<file path="src/rtl/kernel_launch_ctrl_if.sv">
`default_nettype none
// ----------------------------------------------------------------------------
// kernel_launch_ctrl_if : batch command, kernel ap_* control and result stream
// Rev 1.0
// ----------------------------------------------------------------------------
interface kernel_launch_ctrl_if #(
  parameter int DATA_WIDTH  = 8,
  parameter int COUNT_WIDTH = 16
);
  logic                   cmd_valid;
  logic                   cmd_ready;
  logic [COUNT_WIDTH-1:0] cmd_count;
  logic                   ap_start;
  logic                   ap_ready;
  logic                   ap_done;
  logic [DATA_WIDTH-1:0]  kernel_out0;
  logic                   res_valid;
  logic                   res_ready;
  logic [DATA_WIDTH-1:0]  res_data;
  logic                   res_last;
  logic [COUNT_WIDTH-1:0] last_latency;
  logic                   batch_done;
  logic                   timeout_err;

  modport master (
    input  cmd_valid, cmd_count, ap_ready, ap_done, kernel_out0, res_ready,
    output cmd_ready, ap_start, res_valid, res_data, res_last, last_latency,
           batch_done, timeout_err
  );

  modport slave (
    output cmd_valid, cmd_count, ap_ready, ap_done, kernel_out0, res_ready,
    input  cmd_ready, ap_start, res_valid, res_data, res_last, last_latency,
           batch_done, timeout_err
  );
endinterface
`default_nettype wire

</file>
<file path="src/rtl/kernel_launch_ctrl.sv">
`default_nettype none
// ----------------------------------------------------------------------------
// kernel_launch_ctrl : batch launcher for an ap_ctrl kernel with watchdog
// Rev 1.0
// ----------------------------------------------------------------------------
module kernel_launch_ctrl #(
  parameter int DATA_WIDTH  = 8,
  parameter int COUNT_WIDTH = 16,
  parameter int TIMEOUT     = 4096
) (
  input  logic                 clk,
  input  logic                 rst,
  kernel_launch_ctrl_if.master bus
);
  typedef enum logic [2:0] {
    S_IDLE  = 3'd0,
    S_START = 3'd1,
    S_RUN   = 3'd2,
    S_DRAIN = 3'd3,
    S_ERROR = 3'd4
  } state_e;

  localparam logic [COUNT_WIDTH-1:0] CNT_MAX   = '1;
  localparam logic [COUNT_WIDTH-1:0] ONE_C     = COUNT_WIDTH'(1);
  localparam logic [COUNT_WIDTH-1:0] TIMEOUT_C = COUNT_WIDTH'(TIMEOUT);

  state_e                 state_q, state_d;
  logic [COUNT_WIDTH-1:0] remaining_q, remaining_d;
  logic [COUNT_WIDTH-1:0] run_cnt_q, run_cnt_d;
  logic [COUNT_WIDTH-1:0] latency_q, latency_d;
  logic [DATA_WIDTH-1:0]  res_data_q, res_data_d;
  logic                   res_valid_q, res_valid_d;
  logic                   res_last_q, res_last_d;
  logic                   batch_done_q, batch_done_d;
  logic                   cmd_ready_c, ap_start_c, res_pop_c;
  logic [COUNT_WIDTH-1:0] run_cnt_inc_c;

  assign run_cnt_inc_c = (run_cnt_q == CNT_MAX) ? run_cnt_q : run_cnt_q + ONE_C;
  assign res_pop_c     = res_valid_q && bus.res_ready;

  always_comb begin
    state_d      = state_q;
    remaining_d  = remaining_q;
    run_cnt_d    = run_cnt_q;
    latency_d    = latency_q;
    res_data_d   = res_data_q;
    res_valid_d  = res_valid_q;
    res_last_d   = res_last_q;
    batch_done_d = 1'b0;
    cmd_ready_c  = 1'b0;
    ap_start_c   = 1'b0;
    if (res_pop_c) res_valid_d = 1'b0;

    case (state_q)
      S_IDLE: begin
        cmd_ready_c = 1'b1;
        if (bus.cmd_valid) begin
          if (bus.cmd_count == '0) begin
            batch_done_d = 1'b1;
          end else begin
            remaining_d = bus.cmd_count;
            state_d     = S_START;
          end
        end
      end
      S_START: begin
        // Only launch into an empty slot so the ap_done capture always has room.
        ap_start_c = !res_valid_q;
        if (ap_start_c && bus.ap_ready) begin
          run_cnt_d = '0;
          state_d   = S_RUN;
        end
      end
      S_RUN: begin
        run_cnt_d = run_cnt_inc_c;
        if (bus.ap_done) begin
          res_data_d  = bus.kernel_out0;
          res_valid_d = 1'b1;
          res_last_d  = (remaining_q == ONE_C);
          latency_d   = run_cnt_inc_c;
          remaining_d = remaining_q - ONE_C;
          state_d     = (remaining_q == ONE_C) ? S_DRAIN : S_START;
        end else if ((TIMEOUT != 0) && (run_cnt_inc_c == TIMEOUT_C)) begin
          state_d = S_ERROR;
        end
      end
      S_DRAIN: begin
        if (res_pop_c) begin
          batch_done_d = 1'b1;
          state_d      = S_IDLE;
        end
      end
      S_ERROR: begin
        state_d = S_ERROR;
      end
      default: state_d = S_IDLE;
    endcase
  end

  always_ff @(posedge clk) begin
    if (rst) begin
      state_q      <= S_IDLE;
      remaining_q  <= '0;
      run_cnt_q    <= '0;
      latency_q    <= '0;
      res_data_q   <= '0;
      res_valid_q  <= 1'b0;
      res_last_q   <= 1'b0;
      batch_done_q <= 1'b0;
    end else begin
      state_q      <= state_d;
      remaining_q  <= remaining_d;
      run_cnt_q    <= run_cnt_d;
      latency_q    <= latency_d;
      res_data_q   <= res_data_d;
      res_valid_q  <= res_valid_d;
      res_last_q   <= res_last_d;
      batch_done_q <= batch_done_d;
    end
  end

  assign bus.cmd_ready    = cmd_ready_c && !rst;
  assign bus.ap_start     = ap_start_c;
  assign bus.res_valid    = res_valid_q;
  assign bus.res_data     = res_data_q;
  assign bus.res_last     = res_last_q;
  assign bus.last_latency = latency_q;
  assign bus.batch_done   = batch_done_q;
  assign bus.timeout_err  = (state_q == S_ERROR);

endmodule
`default_nettype wire

</file>
<file path="src/flat_wrapper.sv">
// flat-port wrapper written by rule: the top's interface ports become plain ports
module kernel_launch_ctrl_flat 
#(
  parameter int DATA_WIDTH  = 8,
  parameter int COUNT_WIDTH = 16,
  parameter int TIMEOUT     = 4096
)
  (clk, rst, bus_cmd_valid, bus_cmd_count, bus_ap_ready, bus_ap_done, bus_kernel_out0, bus_res_ready, bus_cmd_ready, bus_ap_start, bus_res_valid, bus_res_data, bus_res_last, bus_last_latency, bus_batch_done, bus_timeout_err);
  kernel_launch_ctrl_if #(.DATA_WIDTH(DATA_WIDTH), .COUNT_WIDTH(COUNT_WIDTH)) bus_i ();
  input  logic clk;
  input  logic rst;
  input wire logic [$bits(bus_i.cmd_valid)-1:0] bus_cmd_valid;
  input wire logic [$bits(bus_i.cmd_count)-1:0] bus_cmd_count;
  input wire logic [$bits(bus_i.ap_ready)-1:0] bus_ap_ready;
  input wire logic [$bits(bus_i.ap_done)-1:0] bus_ap_done;
  input wire logic [$bits(bus_i.kernel_out0)-1:0] bus_kernel_out0;
  input wire logic [$bits(bus_i.res_ready)-1:0] bus_res_ready;
  output wire logic [$bits(bus_i.cmd_ready)-1:0] bus_cmd_ready;
  output wire logic [$bits(bus_i.ap_start)-1:0] bus_ap_start;
  output wire logic [$bits(bus_i.res_valid)-1:0] bus_res_valid;
  output wire logic [$bits(bus_i.res_data)-1:0] bus_res_data;
  output wire logic [$bits(bus_i.res_last)-1:0] bus_res_last;
  output wire logic [$bits(bus_i.last_latency)-1:0] bus_last_latency;
  output wire logic [$bits(bus_i.batch_done)-1:0] bus_batch_done;
  output wire logic [$bits(bus_i.timeout_err)-1:0] bus_timeout_err;
  assign bus_i.cmd_valid = bus_cmd_valid;
  assign bus_i.cmd_count = bus_cmd_count;
  assign bus_i.ap_ready = bus_ap_ready;
  assign bus_i.ap_done = bus_ap_done;
  assign bus_i.kernel_out0 = bus_kernel_out0;
  assign bus_i.res_ready = bus_res_ready;
  assign bus_cmd_ready = bus_i.cmd_ready;
  assign bus_ap_start = bus_i.ap_start;
  assign bus_res_valid = bus_i.res_valid;
  assign bus_res_data = bus_i.res_data;
  assign bus_res_last = bus_i.res_last;
  assign bus_last_latency = bus_i.last_latency;
  assign bus_batch_done = bus_i.batch_done;
  assign bus_timeout_err = bus_i.timeout_err;
  kernel_launch_ctrl #(.DATA_WIDTH(DATA_WIDTH), .COUNT_WIDTH(COUNT_WIDTH), .TIMEOUT(TIMEOUT)) u_core (.clk(clk), .rst(rst), .bus(bus_i));
endmodule
</file>
<file path="config.mk">
export PLATFORM = sky130hd
export DESIGN_NAME = kernel_launch_ctrl_flat
export DESIGN_NICKNAME = d
export VERILOG_FILES = /design/src/rtl/kernel_launch_ctrl_if.sv /design/src/rtl/kernel_launch_ctrl.sv /design/src/flat_wrapper.sv
export SDC_FILE = /design/constraint.sdc
export NUM_CORES = 1
export LEC_CHECK = 0
export CAP_MARGIN = 40
export CORE_MARGIN = 2
export CORE_UTILIZATION = 35
export DETAILED_ROUTE_END_ITERATION = 12
export DONT_BUFFER_PORTS = 1
export PLACE_DENSITY = 0.56
export SLEW_MARGIN = 20
export SYNTH_ARGS = -nofsm -noshare
export SYNTH_HDL_FRONTEND = slang
export SYNTH_SLANG_ARGS = --single-unit
export TNS_END_PERCENT = 50
</file>
<file path="constraint.sdc">
create_clock -name clk -period 2.7 [get_ports clk]
set_input_delay 0.54 -clock clk [delete_from_list [all_inputs] [get_ports clk]]
set_output_delay 0.54 -clock clk [all_outputs]
set_load 0.05 [all_outputs]
</file>
== Yosys cells after proc, flatten, opt, wreduce, memory -nomap -nowiden ==
Cells that the tools add are included.

* Bits in registers: 62
* Input bits: 30
* Output and inout port bits: 30
* Logic and storage cells: 60

* Add/sub/neg operators: 2
* Eq/ne operators: 13
* Multiplexer cells: 24
* Reduce and logical (&&, ||, !) cells: 13

{| class="wikitable"
|+ Operator list
! kind !! number
|-
| 16-bit two-way mux || 5
|-
| 16-bit case mux with 2 select lines || 2
|-
| 3-bit two-way mux || 6
|-
| 16-bit by 1-bit adder with 16-bit output, second input constant || 1
|-
| 16-bit by 1-bit equality test with 1-bit output, second input constant || 1
|-
| 16-bit by 13-bit equality test with 1-bit output, second input constant || 1
|-
| 16-bit equality test, second input constant || 1
|-
| 16-bit zero test || 1
|-
| 16-bit by 1-bit subtractor with 16-bit output, second input constant || 1
|-
| 3-bit case mux with 5 select lines || 1
|-
| 1-bit two-way mux || 8
|-
| 3-bit by 2-bit equality test with 1-bit output, second input constant || 2
|-
| 2-bit inequality test, second input constant || 3
|-
| 5-bit AND reduction || 1
|-
| 2-bit by 1-bit inequality test with 1-bit output, second input constant || 2
|-
| 2-bit AND reduction || 2
|-
| 4-bit AND reduction || 1
|-
| 2-bit nonzero test || 2
|-
| 3-bit by 1-bit equality test with 1-bit output, second input constant || 1
|-
| 3-bit equality test, second input constant || 1
|-
| 1-bit logical AND || 3
|-
| 3-bit zero test || 1
|-
| 3-bit by 2-bit inequality test with 1-bit output, second input constant || 1
|-
| 1-bit zero test || 2
|-
| other kinds (2) || 2
|}

== Depth between registers and ports, before layout ==
* Word-level depth: 6
* Mapped depth: 9
* Depth with buffers taken out: 7

== Worst setup path before layout ==
No wires, ideal clock.

* Path kind: input to output
* Start: in rst
* End: out bus_cmd_ready
* Data arrival time: 2.372 ns
* Required time: 2.160 ns
* Setup slack: -0.212 ns
* Stages on the path: 3
* Path buffers: 2
* Path through: clkbuf_1 -> clkbuf_1 -> nor4_1

* Longest elaborated chain between the ends: 2

{| class="wikitable"
|+ Ends and longest elaborated chain
! element !! RTL line !! RTL
|-
| from (decl) || flat_wrapper.sv:11 || <nowiki>input logic rst;</nowiki>
|-
| 1-bit zero test || kernel_launch_ctrl.sv:122 || <nowiki>assign bus.cmd_ready = cmd_ready_c && !rst;</nowiki>
|-
| 1-bit logical AND || kernel_launch_ctrl.sv:122 ||
|-
| to (decl) || flat_wrapper.sv:18 || <nowiki>output wire logic [$bits(bus_i.cmd_ready)-1:0] bus_cmd_ready;</nowiki>
|}

No other way between the ends.

== Worst setup path in the final report ==
* Start: reg u_core.run_cnt_q[0]
* End: reg u_core.run_cnt_q[6]

* Longest elaborated chain between the ends: 3
* Elaborated cells on any way between the ends: 4
* Classes of those cells: add/sub (1); eq/ne (1); mux (2)

{| class="wikitable"
|+ Ends and longest elaborated chain
! element !! RTL line !! RTL
|-
| from (decl) || kernel_launch_ctrl.sv:29 || <nowiki>logic [COUNT_WIDTH-1:0] run_cnt_q, run_cnt_d;</nowiki>
|-
| from (signal assigned) || kernel_launch_ctrl.sv:113 || <nowiki>run_cnt_q <= run_cnt_d;</nowiki>
|-
| 16-bit by 1-bit adder with 16-bit output or 16-bit equality test (tied branches) || kernel_launch_ctrl.sv:38 || <nowiki>assign run_cnt_inc_c = (run_cnt_q == CNT_MAX) ? run_cnt_q : run_cnt_q + ONE_C;</nowiki>
|-
| 16-bit two-way mux * || kernel_launch_ctrl.sv:38 ||
|-
| 16-bit case mux with 2 select lines * || kernel_launch_ctrl.sv:54 || <nowiki>case (state_q)</nowiki>
|}

Mark *: on every way between the ends. The rest lies on a longest branch, timed or not.
A chain may end at the register's enable or synchronous reset.

==> results_dict.tcl <==
set metrics [dict create \
    rr_worst_depth 8 \
    area_delta_synth_final_pct 9.13 \
    whs_endpoint "u_core.bus.last_latency[4]$_SDFFE_PP0P_" \
    critPathTopFamily "simple AND/OR/NAND/NOR gates" \
    wl_per_cell_um 15.4 \
    fin_crit_ns 2.37 \
    synth_nets 480 \
    first_pass_iters 4 \
    syn_inst 447 \
    fin_skew_ns 0.0102 \
    cp_max_fo 10 \
    ys_ff_latch 62 \
    wirelength_um 8820 \
    synthArstFlopShare 0 \
    cp.buffers_inverters 1 \
    cp.arrival_ns 2.59 \
    clk_pin_slew_ns 0.07 \
    diodes 0 \
    dp_slack_ns 0.356 \
    cp_common_cell "nor2_1" \
    synth_edf_count 0 \
    cp_cell_sequence "ha_1 > nand4_4 > nor4_4 > buf_4 > nor2_1 > xor2_1 > a22oi_1 > nor2_1" \
    synth_ff_type "dfxtp_1" \
    clock_sinks 62 \
    port_buffers 0 \
    r2r_slack_ns 0.33 \
    fin_ws_ns 0.334 \
    crit_type "register to register" \
    final_common_cell "dfxtp_1" \
    core_sq_um 9680 \
    min_path_cells 1 \
    fp-row-count 36 \
    hold_path.class "input port to register" \
    crit_start "u_core.run_cnt_q[0]$_SDFFE_PP0P_" \
    ant_nets 0 \
    critical_path_required_ns 2.93 \
    dp_hpwl_um 6210 \
    die_area_sq_um 10700 \
    power_density_nw_per_um2 661 \
    cts_buffers 9 \
    vias 3125 \
    total_power_mw 2.50 \
    setup_violations 0 \
    grt_pass1_wl_um 14900 \
    clkLatencyLatePin_ns 0.34 \
    reg2reg_from "u_core.run_cnt_q[0]$_SDFFE_PP0P_" \
    max_freq_ghz 0.423 \
    hp-start "rst" \
    seq_area_frac_synth 0.358 \
    drt_iter0_markers 169 \
    final_cell_mix "dfxtp_1 (62), nor2_1 (57), nand2_1 (51)" \
    ios 60 \
    ctsResizeCount 0 \
    cts_tree "done" \
    final_max_slew_viol_count 0 \
    grt_use_total 0.169 \
    cts_max_path_buffers 2 \
    ys_types 62 \
    leakagePower_nw 1.31 \
    synth.top_cell.area_share 0.358 \
    nNetsFinal 467 \
    initial_utilization 0.358 \
    cts_hold_buf 0 \
    grt_max_degree 64 \
    final_area_sq_um 3780 \
    slew_headroom 0.474 \
    fp.dieH_um 104 \
    place_area_sq_um 3580 \
    hold_viol_final 0 \
    tightest_slew_ns 0.789 \
    gp_congestion 0.914 \
    fin_util 0.391 \
    syn-cell-area_sq_um 3470 \
    h-tree-depth 3 \
    drcViolationCount 0 \
    finalCritPeriodShare 0.876 \
    crit_slowest_cell "nor4_4" \
    cts_root_buffer "clkbuf_8" \
    grt_pass1_vias 3033 \
    synth_top_cell_by_area "dfxtp_1" \
    synth_area_per_cell_sq_um 7.76 \
    instances_no_fill 572 \
    grt-ovfl-total 0 \
    status "complete, no violations" \
    end_kind "register" \
    r2r-end "u_core.run_cnt_q[6]$_SDFFE_PP0P_" \
    drive_above_1_share 0.116 \
    fin_hold_ws_ns 0.269 \
    yosys-top-cells-area "dfxtp_1 (36%), nor2_1 (6.2%), nand2_1 (5.5%)" \
    fp.dieW_um 104 \
    yosysWarnings 0 \
    rsz0062_at_grt "false" \
    ir_drop_mv 0.241 \
    setup_tns_ns 0 \
    avgViaCountPerCell 5.46 \
    place_inst 556 \
    drv_cap 0 \
    antenna_found_initial 0 \
    max_stage_delay_ns 0.59 \
    cts_setup_buffers 0 \
    critPathLaunchType "register" \
]
-- registers in the layout, summed over array words and instances (netlist names) --
name / count
u_core.bus.batch_done: 1
u_core.bus.res_valid: 1
u_core.bus.res_data: 8
u_core.bus.last_latency: 16
u_core.remaining_q: 16
u_core.bus.res_last: 1
u_core.state_q: 3
u_core.run_cnt_q: 16
-- worst register-to-register path: stages (launching register included) --
cell     delay [ns]
dfxtp_1        0.46
ha_1           0.33
nand4_4        0.18
nor4_4         0.59
buf_4          0.26
nor2_1         0.06
xor2_1         0.15
a22oi_1        0.19
nor2_1         0.06
-- area by class of cell --
cell class,count,area (sq um)
inverters,6,22.5
repair buffers,14,105
clock inverters,6,70.1
flip-flops and latches,62,1240
multi-input cells,341,2040
clock buffers,10,138
fillers,1017,5900
well taps,133,166
-- per-layer routing --
metal / GRT usage / vias to the layer above / share of wire
met5: 0 / - / 0
met1: 0.200 / 1464 / 0.44
met2: 0.292 / 69 / 0.50
met3: 0.0541 / 8 / 0.052
met4: 0.0502 / 0 / 0.010
li1: - / 1584 / -
-- cell families after synthesis --
logic type | Yosys count | synth area share
simple gates | 201 | 0.300
compound gates | 120 | 0.229
flops | 62 | 0.358
buf+inv | 44 | 0.0567
xor+xnor | 12 | 0.0303
mux | 5 | 0.0152
fa+ha+maj | 3 | 0.0108
-- synth_stat cells, drive strengths merged, types with 4 or more instances --
library cell  number
a22oi             13
nor2              58
nor3              27
nand4              9
clkbuf            24
a2bb2oi            5
nor4              12
nand2             51
buf               14
xor2               4
dfxtp             62
a211oi             9
a21oi             39
a22o               5
nand3             16
nor3b              5
o21ai             27
xnor2              8
inv                6
nand2b             4
-- power by group --
group | switching, mW | leakage [nW] | total (mW) | internal [mW]
logic | 0.324 | 0.699 | 0.533 | 0.209
registers | 0.146 | 0.504 | 1.12 | 0.977
clock network | 0.388 | 0.107 | 0.845 | 0.458
-- worst max path at each step --
stage               cells past startpoint  slack, ns                                to
floorplan                               2       0.35                   bus_timeout_err
global placement                        8       0.41  u_core.run_cnt_q[6]$_SDFFE_PP0P_
detailed placement                      8       0.36  u_core.run_cnt_q[6]$_SDFFE_PP0P_
CTS                                     8       0.34  u_core.run_cnt_q[6]$_SDFFE_PP0P_
global route                            8        0.1  u_core.run_cnt_q[6]$_SDFFE_PP0P_
finish                                  8       0.33  u_core.run_cnt_q[6]$_SDFFE_PP0P_
Note: power is estimated with default switching activity, not from simulation.
